--- src/rtl/lsu_word_port.sv ---
`default_nettype none
// ----------------------------------------------------------------------------
// lsu_word_port : one RV32 load/store -> one masked word access, 2-entry rsp FIFO
// Optional performance counters: define LSU_PERF_EN.
// Revision: 1.0
// ----------------------------------------------------------------------------
module lsu_word_port #(
  parameter int TAG_W = 5
) (
  input  logic             clk,
  input  logic             rst_n,
  input  logic             req_valid,
  output logic             req_ready,
  input  logic             req_store,
  input  logic [2:0]       req_funct3,
  input  logic [31:0]      req_addr,
  input  logic [31:0]      req_wdata,
  input  logic [TAG_W-1:0] req_tag,
  output logic [31:0]      dmem_addr,
  output logic [3:0]       dmem_rmask,
  output logic [3:0]       dmem_wmask,
  output logic [31:0]      dmem_wdata,
  input  logic [31:0]      dmem_rdata,
  input  logic             dmem_resp,
  output logic             rsp_valid,
  input  logic             rsp_ready,
  output logic [31:0]      rsp_data,
  output logic [TAG_W-1:0] rsp_tag,
  output logic             rsp_store,
  output logic             rsp_err,
  output logic [31:0]      perf_loads,
  output logic [31:0]      perf_stores,
  output logic [31:0]      perf_stall
);

  logic             outst_q, outst_d;
  logic             outst_err_q, outst_err_d;
  logic [TAG_W-1:0] tag_q, tag_d;
  logic             store_q, store_d;
  logic [2:0]       f3_q, f3_d;
  logic [1:0]       a_q, a_d;

  logic [1:0]       count_q, count_d;
  logic             wr_q, rd_q;
  logic [31:0]      fdata_q  [0:1];
  logic [TAG_W-1:0] ftag_q   [0:1];
  logic             fstore_q [0:1];
  logic             ferr_q   [0:1];

  logic        done, mem_free, pop, accept, legal;
  logic [2:0]  occ;
  logic [3:0]  mask;
  logic [1:0]  a;
  logic [31:0] shifted, ldata, push_data;

  assign a         = req_addr[1:0];
  assign done      = outst_q && (outst_err_q || dmem_resp);
  assign mem_free  = !outst_q || done;
  assign rsp_valid = (count_q != 2'd0);
  assign pop       = rsp_valid && rsp_ready;
  // Occupancy after this edge must leave a slot for the completion of the new request.
  assign occ       = {1'b0, count_q} + {2'b00, done} - {2'b00, pop};
  assign req_ready = mem_free && (occ < 3'd2);
  assign accept    = req_valid && req_ready;

  always_comb begin
    legal = 1'b0;
    mask  = 4'b0000;
    case (req_funct3)
      3'b000: begin legal = 1'b1;                   mask = 4'b0001 << a; end
      3'b001: begin legal = !a[0];                  mask = 4'b0011 << a; end
      3'b010: begin legal = (a == 2'b00);           mask = 4'b1111;      end
      3'b100: begin legal = !req_store;             mask = 4'b0001 << a; end
      3'b101: begin legal = !req_store && !a[0];    mask = 4'b0011 << a; end
      default: ;
    endcase
  end

  assign dmem_addr  = {req_addr[31:2], 2'b00};
  assign dmem_wdata = req_wdata << {a, 3'b000};
  assign dmem_rmask = (accept && legal && !req_store) ? mask : 4'b0000;
  assign dmem_wmask = (accept && legal &&  req_store) ? mask : 4'b0000;

  always_comb begin
    outst_d     = outst_q;
    outst_err_d = outst_err_q;
    tag_d       = tag_q;
    store_d     = store_q;
    f3_d        = f3_q;
    a_d         = a_q;
    if (accept) begin
      outst_d     = 1'b1;
      outst_err_d = !legal;
      tag_d       = req_tag;
      store_d     = req_store;
      f3_d        = req_funct3;
      a_d         = a;
    end else if (done) begin
      outst_d = 1'b0;
    end
  end

  always_ff @(posedge clk or negedge rst_n) begin
    if (!rst_n) begin
      outst_q     <= 1'b0;
      outst_err_q <= 1'b0;
      tag_q       <= '0;
      store_q     <= 1'b0;
      f3_q        <= 3'b000;
      a_q         <= 2'b00;
    end else begin
      outst_q     <= outst_d;
      outst_err_q <= outst_err_d;
      tag_q       <= tag_d;
      store_q     <= store_d;
      f3_q        <= f3_d;
      a_q         <= a_d;
    end
  end

  assign shifted = dmem_rdata >> {a_q, 3'b000};

  always_comb begin
    case (f3_q)
      3'b000:  ldata = {{24{shifted[7]}},  shifted[7:0]};
      3'b001:  ldata = {{16{shifted[15]}}, shifted[15:0]};
      3'b100:  ldata = {24'd0, shifted[7:0]};
      3'b101:  ldata = {16'd0, shifted[15:0]};
      default: ldata = shifted;
    endcase
  end

  assign push_data = (store_q || outst_err_q) ? 32'd0 : ldata;
  assign count_d   = count_q + {1'b0, done} - {1'b0, pop};

  always_ff @(posedge clk or negedge rst_n) begin
    if (!rst_n) begin
      count_q <= 2'd0;
      wr_q    <= 1'b0;
      rd_q    <= 1'b0;
    end else begin
      count_q <= count_d;
      wr_q    <= wr_q ^ done;
      rd_q    <= rd_q ^ pop;
    end
  end

  // Storage needs no reset: outputs are gated by rsp_valid.
  always_ff @(posedge clk) begin
    if (done) begin
      fdata_q[wr_q]  <= push_data;
      ftag_q[wr_q]   <= tag_q;
      fstore_q[wr_q] <= store_q;
      ferr_q[wr_q]   <= outst_err_q;
    end
  end

  assign rsp_data  = rsp_valid ? fdata_q[rd_q]  : 32'd0;
  assign rsp_tag   = rsp_valid ? ftag_q[rd_q]   : '0;
  assign rsp_store = rsp_valid && fstore_q[rd_q];
  assign rsp_err   = rsp_valid && ferr_q[rd_q];

`ifdef LSU_PERF_EN
  logic [31:0] loads_q, stores_q, stall_q;

  always_ff @(posedge clk or negedge rst_n) begin
    if (!rst_n) begin
      loads_q  <= 32'd0;
      stores_q <= 32'd0;
      stall_q  <= 32'd0;
    end else begin
      if (accept && legal && !req_store) loads_q  <= loads_q + 32'd1;
      if (accept && legal &&  req_store) stores_q <= stores_q + 32'd1;
      if (req_valid && !req_ready)       stall_q  <= stall_q + 32'd1;
    end
  end

  assign perf_loads  = loads_q;
  assign perf_stores = stores_q;
  assign perf_stall  = stall_q;
`else
  assign perf_loads  = 32'd0;
  assign perf_stores = 32'd0;
  assign perf_stall  = 32'd0;
`endif

endmodule
`default_nettype wire

--- config.mk ---
export PLATFORM = sky130hd
export DESIGN_NAME = lsu_word_port
export DESIGN_NICKNAME = d
export VERILOG_FILES = /design/src/rtl/lsu_word_port.sv
export SDC_FILE = /design/constraint.sdc
export NUM_CORES = 1
export LEC_CHECK = 0
export CORE_MARGIN = 5
export CORE_UTILIZATION = 35
export DETAILED_ROUTE_END_ITERATION = 12
export PLACE_DENSITY = 0.76
export SYNTH_ARGS = -nofsm -noshare
export SYNTH_HDL_FRONTEND = slang
export SYNTH_SLANG_ARGS = --single-unit
--- constraint.sdc ---
create_clock -name clk -period 4.6 [get_ports clk]
set_input_delay 1.38 -clock clk [delete_from_list [all_inputs] [get_ports clk]]
set_output_delay 1.38 -clock clk [all_outputs]
set_load 0.1 [all_outputs]
==> impl_results.md <==
- H-tree lvl count: 3
- Data required, critical path: ~3.2 ns
- Cells after synthesis: roughly 560
- Worst slack at placement: -0.777 ns
- Post-route DRC: 0
- Setup violations, final: 8
- Post-synth EDFFs: 78
- Hold violation total from the final report: 0
- Gr ovfl total: 0
- # rows: 48
- Setup_tns: -2.21 ns
- Commonest non-fill, non-tap cell in the layout: conb_1
- Total Power: around 0.0060 W
- Fin worst setup slack: -0.333 ns
- DRT iter0 DRCs: 228
- RSZ-0062 raised after global routing: yes
- Kind of critical path: input pin to primary output
- Critical path launch point type: input pin
- Initial antenna violation count: 1
- Clock Skew: 0.00989 ns
- DP Wirelength: ~12 mm
- Final #Nets: roughly 810
- Outcome: finished, violations left
- IO Pins: around 320
- Max Clk Rate: 0.203 GHz
- Failing checks: setup timing
- Clk buf depth: 2
- Min-Delay Path Class: flop to flop
- Setup crit end kind: primary output
- Largest fanout on the critical path: 4
- Sequential share of the synthesized area: 46.0%
- Crit path time final: 4.93 ns
- Total number of vias: 4,254
- DRT Wirelength: roughly 16 mm
- Starting density of the core: 35.3%
- Die extent in x: about 140 um
- Synthesized area: 6010 um2
- Dominant synthesized flop cell: edfxtp_1
- Die area: 19,900 um2
- Share of layout cells above drive strength 1: 23.1%
- CTS tree: yes
- Area grow syn2layout: 35.2%
- IO buf count: 160
- Relative slew slack: 38.8%
- PwrDens: 736 nW/um2
- Root Buffer: clkbuf_16
- Worst Path Arrival: 3.55 ns
- Post-route ant nets: 0
- Pre-Repair DR Iteration Count: 5
- Tcrit/Tclk final: 107%
- Worst-path clk slew: 0.06 ns
- Overall routing resource usage: 14.8%
- # clock sinks: 95
- First-pass GRT wire length: 22.8 mm
- Final Instance Area: 8130 um2
- Core Region: 17,100 um2
- Number of vias per cell: 4.60
- Max Transition Viols Final: 0
- Ys async rst share: around 18%
- Slew @ Worst Pin: a little over 0.9 ns
- Worst-Skew Late Latency: approximately 0.34 ns
- Vias in the first global route: 4,110
- Largest net degree at the start of global routing: 40
- GPL Wtd Cong: 0.790
- Die height: 141 um
- Unique masters post-synth: 45
- Avg Cell Area, Syn: 10.7 um2
- Maximum VDD drop: 0.000426 V
- Most frequent cells in the layout: 98 x conb_1, 78 x edfxtp_1, 76 x clkdlybuf4s50_1
- Max_cap viols: 0
- Post-CTS Hold Fix Bufs: 0
- Lkg Pwr: 3.43 nW
- Routed len/inst: 16.9 um
- Yosys reg bits: 95
- Total CTS buffers: 9
- Post-Place Cell Area: 7790 um2
- Utilization after layout: between 40% and 50%
- Synth Warn #: 0
## final timing paths
path	endpoint	slack, ns	start	cells past startpoint
setup / recovery	dmem_wmask[1]	-0.33	rsp_ready	13
min in group asynchronous	count_q[0]$_DFF_PN0_	1.51	rst_n	1
setup reg to reg	tag_q[2]$_DFFE_PN0P_	1.81	count_q[1]$_DFF_PN0_	11
max in group asynchronous	rd_q$_DFF_PN0_	2.52	rst_n	1
hold / removal	ftag_q[1][3]$_DFFE_PP_	0.46	tag_q[3]$_DFFE_PN0P_	0
hold reg to reg	ftag_q[1][3]$_DFFE_PP_	0.46	tag_q[3]$_DFFE_PN0P_	0
## flip-flops by register name, indices dropped and copies added, names as in the netlist
| name | cells |
|---|---|
| fdata_q | 64 |
| ftag_q | 10 |
| tag_q | 5 |
| f3_q | 3 |
| a_q | 2 |
| count_q | 2 |
| ferr_q | 2 |
| fstore_q | 2 |
| outst_err_q | 1 |
| outst_q | 1 |
| rd_q | 1 |
| store_q | 1 |
| wr_q | 1 |
## layer usage
metal | track usage (%) | wire length [um] | vias up
met5 | 0 | 7 | -
met4 | 4.18 | 196 | 2
met3 | 6.04 | 1650 | 20
met2 | 24.9 | 7850 | 199
met1 | 17.5 | 5890 | 2016
li1 | - | - | 2017
## what timing repair did
action,4_1_cts,5_1_grt
hold endpoints to repair,0,0
setup endpoints to repair,9,8
buffers inserted,1,1
gates resized for setup,14,2
pin swaps,7,5
## critical path, stage by stage
cell	delay, ns
buf_6	0.09
and2_4	0.14
ha_4	0.25
inv_2	0.03
ha_4	0.14
fa_2	0.35
xnor2_2	0.17
nor4b_4	0.29
buf_4	0.20
nand2_8	0.06
buf_12	0.15
nor2_4	0.12
buf_12	0.18
## cell families (layout without fill, tap and decap cells)
kind of cell,count (synthesis),count (layout),synth area share [%]
XOR/XNOR,3,3,0.437
buffers and inverters,168,206,19.0
adder cells (fa/ha/maj),5,5,1.17
AND/OR/NAND/NOR,121,121,9.99
multiplexers,84,84,14.3
AO/OA/AOI/OAI,86,86,9.01
other,1,99,0.0623
flip-flops,95,95,46.0
## layout make-up
cell class / instances / area, um2
diodes: 1 / 2.50
clock buffers: 11 / 233
clock inverters: 5 / 58.8
fillers: 1567 / 8920
inverters: 10 / 37.5
multi-input cells: 397 / 2650
flip-flops and latches: 95 / 2770
well taps: 225 / 282
repair buffers: 180 / 2100
## metrics by stage
step	hold slack (ns)	cells
floorplan	0.435	660
global placement	0.443	905
detailed placement	0.454	905
CTS	0.470	922
global route	0.494	923
finish	0.464	924
## power breakdown
| part | internal [W] | switching (W) | leakage, nW |
|---|---|---|---|
| clock network | 0.000422 | 0.000307 | 0.136 |
| registers | 0.00120 | 0.000180 | 0.924 |
| logic | 0.000988 | 0.00289 | 2.37 |
## Yosys cell counts (all sizes together) (4+ instances only)
library cell | instances | area, um2
a211oi | 23 | 173
a21o | 8 | 60.1
a21oi | 19 | 95.1
and2 | 9 | 56.3
and3 | 7 | 43.8
buf | 144 | 1050
clkbuf | 14 | 52.6
dfrtp | 17 | 425
edfxtp | 78 | 2340
ha | 4 | 50.1
inv | 10 | 37.5
mux2 | 12 | 139
mux2i | 72 | 721
nand2 | 11 | 43.8
nor2 | 61 | 229
nor2b | 18 | 113
nor3 | 5 | 30.0
o21ai | 29 | 145
Note: power is estimated with default switching activity, not from simulation.
